[config.mk]
export PLATFORM = sky130hd
export DESIGN_NAME = multicycle_control_fsm
export DESIGN_NICKNAME = d
export VERILOG_FILES = /design/src/rtl/multicycle_control_fsm.sv
export SDC_FILE = /design/constraint.sdc
export NUM_CORES = 1
export LEC_CHECK = 0
export ABC_AREA = 1
export BUFFER_PORTS_ARGS = -buffer_cell sky130_fd_sc_hd__buf_2
export CORE_UTILIZATION = 44
export DETAILED_ROUTE_END_ITERATION = 12
export PLACE_DENSITY_LB_ADDON = 0.12
export SLEW_MARGIN = 40
export SYNTH_ARGS = -nofsm -noshare
export SYNTH_HDL_FRONTEND = slang
export SYNTH_SLANG_ARGS = --single-unit
[constraint.sdc]
create_clock -name clk -period 2.3 [get_ports clk]
set_input_delay 0.575 -clock clk [delete_from_list [all_inputs] [get_ports clk]]
set_output_delay 0.575 -clock clk [all_outputs]
set_load 0.03 [all_outputs]
[src/rtl/multicycle_control_fsm.sv]
// Multi-cycle control sequencer for the 3-bit-opcode mini-ISA over a shared instruction/data
// memory. It steps each instruction through FETCH/DECODE/EXEC/MEM/WB and halts on a memory timeout.
module multicycle_control_fsm #(
    parameter int unsigned TIMEOUT = 16,
    parameter int unsigned CNT_W   = 16
) (
    input  logic             clk,
    input  logic             rst_n,
    input  logic [2:0]       opcode_i,
    input  logic             zero_i,
    input  logic             mem_ready_i,
    output logic             mem_req_o,
    output logic             i_or_d_o,
    output logic             mem_write_o,
    output logic             ir_write_o,
    output logic             pc_write_o,
    output logic             pc_src_o,
    output logic             alu_src_o,
    output logic [1:0]       alu_control_o,
    output logic             reg_write_o,
    output logic             mem_to_reg_o,
    output logic             illegal_o,
    output logic             bus_error_o,
    output logic [2:0]       state_o,
    output logic [CNT_W-1:0] instr_count_o
);

    localparam int unsigned WaitW = $clog2(TIMEOUT + 1);

    localparam logic [2:0] OpAdd  = 3'd0;
    localparam logic [2:0] OpAddi = 3'd1;
    localparam logic [2:0] OpSub  = 3'd2;
    localparam logic [2:0] OpLw   = 3'd3;
    localparam logic [2:0] OpSw   = 3'd4;
    localparam logic [2:0] OpBeq  = 3'd5;

    typedef enum logic [2:0] {
        StIdle   = 3'd0,
        StFetch  = 3'd1,
        StDecode = 3'd2,
        StExec   = 3'd3,
        StMem    = 3'd4,
        StWb     = 3'd5,
        StHalt   = 3'd6
    } state_e;

    state_e             state_q;
    logic [WaitW-1:0]   wait_q;
    logic [CNT_W-1:0]   count_q;
    logic               bus_error_q;

    always_ff @(posedge clk or negedge rst_n) begin
        if (!rst_n) begin
            state_q     <= StIdle;
            wait_q      <= '0;
            count_q     <= '0;
            bus_error_q <= 1'b0;
        end else begin
            case (state_q)
                StIdle: begin
                    state_q <= StFetch;
                    wait_q  <= '0;
                end
                StFetch, StMem: begin
                    if (mem_ready_i) begin
                        wait_q <= '0;
                        if (state_q == StFetch) begin
                            state_q <= StDecode;
                        end else if (opcode_i == OpSw) begin
                            state_q <= StFetch;
                            count_q <= count_q + CNT_W'(1);
                        end else begin
                            state_q <= StWb;
                        end
                    end else if (wait_q == WaitW'(TIMEOUT)) begin
                        // Limit reached with no ready: the access is abandoned for good.
                        state_q     <= StHalt;
                        bus_error_q <= 1'b1;
                    end else begin
                        wait_q <= wait_q + WaitW'(1);
                    end
                end
                StDecode: state_q <= StExec;
                StExec: begin
                    wait_q <= '0;
                    case (opcode_i)
                        OpAdd, OpAddi, OpSub: state_q <= StWb;
                        OpLw, OpSw:           state_q <= StMem;
                        default: begin
                            // BEQ and undefined opcodes both retire straight from EXEC.
                            state_q <= StFetch;
                            count_q <= count_q + CNT_W'(1);
                        end
                    endcase
                end
                StWb: begin
                    state_q <= StFetch;
                    wait_q  <= '0;
                    count_q <= count_q + CNT_W'(1);
                end
                StHalt:  state_q <= StHalt;
                default: state_q <= StIdle;
            endcase
        end
    end

    always_comb begin
        mem_req_o     = 1'b0;
        i_or_d_o      = 1'b0;
        mem_write_o   = 1'b0;
        ir_write_o    = 1'b0;
        pc_write_o    = 1'b0;
        pc_src_o      = 1'b0;
        alu_src_o     = 1'b0;
        alu_control_o = 2'd0;
        reg_write_o   = 1'b0;
        mem_to_reg_o  = 1'b0;
        illegal_o     = 1'b0;
        case (state_q)
            StFetch: begin
                mem_req_o = 1'b1;
                if (mem_ready_i) begin
                    ir_write_o = 1'b1;
                    pc_write_o = 1'b1;
                end
            end
            StExec: begin
                case (opcode_i)
                    OpAdd:              alu_src_o = 1'b0;
                    OpAddi, OpLw, OpSw: alu_src_o = 1'b1;
                    OpSub:              alu_control_o = 2'd1;
                    OpBeq: begin
                        alu_control_o = 2'd1;
                        if (zero_i) begin
                            pc_write_o = 1'b1;
                            pc_src_o   = 1'b1;
                        end
                    end
                    default:            illegal_o = 1'b1;
                endcase
            end
            StMem: begin
                mem_req_o   = 1'b1;
                i_or_d_o    = 1'b1;
                mem_write_o = (opcode_i == OpSw);
            end
            StWb: begin
                reg_write_o  = 1'b1;
                mem_to_reg_o = (opcode_i == OpLw);
            end
            default: ;
        endcase
    end

    assign bus_error_o   = bus_error_q;
    assign instr_count_o = count_q;
    assign state_o       = state_q;

endmodule

; Word level (Yosys, flattened, before mapping)
; Cells that the tools add are included.
[classes]
n_mux = 31
eq_ne = 18
n_addsub = 2
n_bitwise = 1
reduce_logical = 16
[ops]
columns = operator, count
row1 = $mux W16, 4
row2 = $pmux W16 S3, 1
row3 = $add A16 B1 Y16 const B, 1
row4 = $mux W1, 16
row5 = $eq A3 B3 Y1 const B, 5
row6 = $pmux W3 S5, 1
row7 = $eq A3 B2 Y1 const B, 4
row8 = $mux W3, 4
row9 = $mux W5, 2
row10 = $pmux W5 S2, 1
row11 = $reduce_or A3 Y1, 3
row12 = $reduce_or A2 Y1, 4
row13 = $eq A3 B1 Y1 const B, 2
row14 = $logic_not A3 Y1, 2
row15 = $pmux W3 S2, 1
row16 = $reduce_or A6 Y1, 1
row17 = $add A5 B1 Y5 const B, 1
row18 = $eq A5 B5 Y1 const B, 1
row19 = $reduce_and A5 Y1, 1
row20 = $reduce_or A5 Y1, 1
row21 = $ne A2 B1 Y1 const B, 2
row22 = $ne A2 B2 Y1 const B, 2
row23 = $ne A3 B1 Y1 const B, 1
row24 = $ne A3 B3 Y1 const B, 1
row25 = 6 further kinds, 6
[totals]
wordCells = 72
output_inout_bits = 32
reg_bits = 25
inputBits = 7

; Depth between registers and ports, before layout
[logic_depth]
depth_word = 5
depth_mapped = 10
ltp_nobuf = 9

; Worst setup path before layout
; No wires, ideal clock.
[synth_timing]
path_type = reg-to-output
startpoint = register state_q[2], in the netlist state_o[2]
endpoint = output port alu_control_o[0]
path_stages_with_launch = 5
n_path_buf = 1
required_time_ns = 1.725
path_slack_ns = 0.054
arrival_time_ns = 1.671
path_cell_list = dfrtp_1 -> buf_4 -> inv_2 -> nand3_2 -> a211oi_1
[synth_between]
elab_chain_cells = 2
[synth_rtl]
columns = element, line
row1 = "start, declared", 47  ; state_e state_q;
row2 = "start signal, assigned", 54  ; state_q <= StIdle;
row3 = "start signal, assigned", 61  ; state_q <= StFetch;
row4 = "start signal, assigned", 68  ; state_q <= StDecode;
row5 = $eq A3 B2 Y1, 119  ; case (state_q)
row6 = $mux W1, 119
row7 = "end, declared", 19  ; output logic [1:0] alu_control_o,
; No other way between the ends.

; Final worst setup path
; Same ends and word-level chain as after synthesis.

==> run metrics <==
status=completed; initial antenna violation count=0; Core ar.=3740 µm²; Leak=1.05 nW; Synth Net Count=267; share of the yosys chip area belonging to registers=35.6%; share of the synthesized area in the top cell type=35.6%; post-detail-place hpwl=2.80 mm; FF+latch area=627 µm²; Routed WL per cell=11.0 µm; Tcrit/Tclk final=92.8%; initial core utilization=47.0%; # fillers=415; Critical Path Sink Type=output pin; IO Count=39; ranking of synthesized cells by area=dfrtp_1 36%, nand2_1 21%, nand3_1 5.7%; DR pass1 iterations=4; Worst EP arrival=1.56 ns; GPL Wtd Cong=0.810; Final Hold Fails=0; Max IR drop VDD=690 µV; RSZ-0062 raised after global routing=false; Setup Total Neg Slack=0 ns; first-pass GRT wire length=6.71 mm; Async S/R FF share, synth=100%; Worst path max stage delay=0.51 ns; die area=4250 µm²; Mapped Cells=257; multi-input gate area in the final layout=978 µm²; Post-synth top flop=dfrtp_1; Clock Skew=0.00874 ns; area grow syn2layout=13.3%; initial drt markers=107; Inserted Diodes=0; Max Slew Vio Count=0; CTS Sinks=25; Power Total=1.96 mW; Ys Warns=0; Slew @ Worst Pin=0.576 ns; Syn Std Cell Area=1760 µm²; synth cell count leaders=100 x nand2_1, 25 x dfrtp_1, 24 x nor2_1; Clk Tree Root Cell=clkbuf_8; vias in the first global route=1523; Synth cell types=30; CTS tree=done; Post-Route WL=3.74 mm; Highest Clock Rate=468 MHz; top-count cell post-synth=nand2_1; Via density=4.97; I/O Buffers=37; total track usage=20.0%; pwr/cell area=982 nW/µm²; DRC=0; CTS Buf Count=3; DIE WIDTH=65.2 µm; post-route ant nets=0; Slew HR=61.6%; gr ovfl total=0; Row Count=22; maximum clock insertion buffer count=2; DR vias=1685; Crit Path Class=register to output pin; Die Height=65.2 µm; largest area contributor in the netlist=dfrtp_1; Worst-Skew Late Latency=0.28 ns; share of layout cells above drive strength 1=21.3%; crit-path max FO=10; Yosys reg bits=25; startpoint types=register; # H-tree levels=1; clock-pin slew on the worst setup and hold paths=0.10 ns; Final nets=302; number of synthesized flops with an enable pin=0; Max-Cap Viols=0; CP cell instances=inv_2 > nand3_2 > a211oi_1 > buf_2; worst path required time=1.73 ns; fin crit period=2.14 ns; pin count of the biggest net entering global routing=26; Avg Inst Size Synth=6.84 µm²; Hold Buf Count CTS=0; # setup viols final=0; CP max stage cell=dfrtp_1; HP Class=primary input to asynchronous set/reset pin
## metrics by stage
step                      cells  util [%]  area, µm²  setup WS (ns)  hold WS [ns]
final                       339      53.2       1990          0.165         0.279
after global routing        339      53.2       1990         0.0306         0.329
after CTS                   339      53.2       1990          0.109         0.297
after detailed placement    335      51.9       1940          0.324         0.448
after global placement      335      51.9       1940          0.365         0.448
after floorplan             257         -       1760         0.0543         0.279
## flip-flops by register name, summed over array words and instances, names as in the netlist
name,cells
wait_q,5
instr_count_o,16
bus_error_o,1
state_o,3
## cell families after synthesis
group | share of synthesized area (%)
flip-flops | 35.6
adder cells (fa/ha/maj) | 2.14
AO/OA/AOI/OAI | 5.84
AND/OR/NAND/NOR | 43.1
XOR/XNOR | 4.41
buffers and inverters | 8.75
other | 0.213
## where the power goes
part           switching, mW  internal (mW)
Sequential             0.156          0.518
Clock                  0.150          0.123
Combinational          0.718          0.292
Total                   1.02          0.933
## critical path: cells and delay by family, from the launching register on
family | cells | cell delay [ns]
DFF | 1 | 0.51
buffers and inverters | 2 | 0.39
AOI/OAI and AO/OA | 1 | 0.25
and+or+nand+nor | 1 | 0.14
## cells in the final DEF, fill, tap and decap left out, types with 8 or more instances in the layout
cell type,instances
inv_1,20
nor2_1,24
nand3_1,20
nand4_1,8
o21ai_0,10
nand2_1,100
dfrtp_1,24
buf_2,37
## final timing paths
kind                                  start  cells after the start  slack (ns)                 to
max                              state_o[2]                      4        0.16   alu_control_o[0]
max reg2reg                instr_count_o[0]                      8        0.71  instr_count_o[14]
min in group clk                bus_error_o                      2        0.46        bus_error_o
min                                   rst_n                      1        0.28          wait_q[2]
min reg2reg                     bus_error_o                      2        0.46        bus_error_o
max in group asynchronous             rst_n                      1        1.60         state_o[1]
## per-layer routing
| layer | up-vias | part of all wire [%] | GRT usage [%] |
|---|---|---|---|
| met5 | - | 0 | 0 |
| met4 | 0 | 1.0 | 4.89 |
| met3 | 5 | 3.8 | 3.65 |
| met2 | 38 | 45 | 32.2 |
| met1 | 758 | 50 | 27.6 |
| li1 | 884 | - | - |
## area by class of cell
class | instances | area share, %
multi-input cells | 201 | 49.1
flip-flops and latches | 25 | 31.5
repair buffers | 37 | 9.30
inverters | 24 | 4.65
well taps | 48 | 3.02
clock buffers | 3 | 2.07
clock inverters | 1 | 0.377
## repair_timing
action	in CTS	in global routing
setup endpoints to repair	0	1
buffers inserted	0	0
resized for setup	0	1
Power figures use the tool's default switching activity.
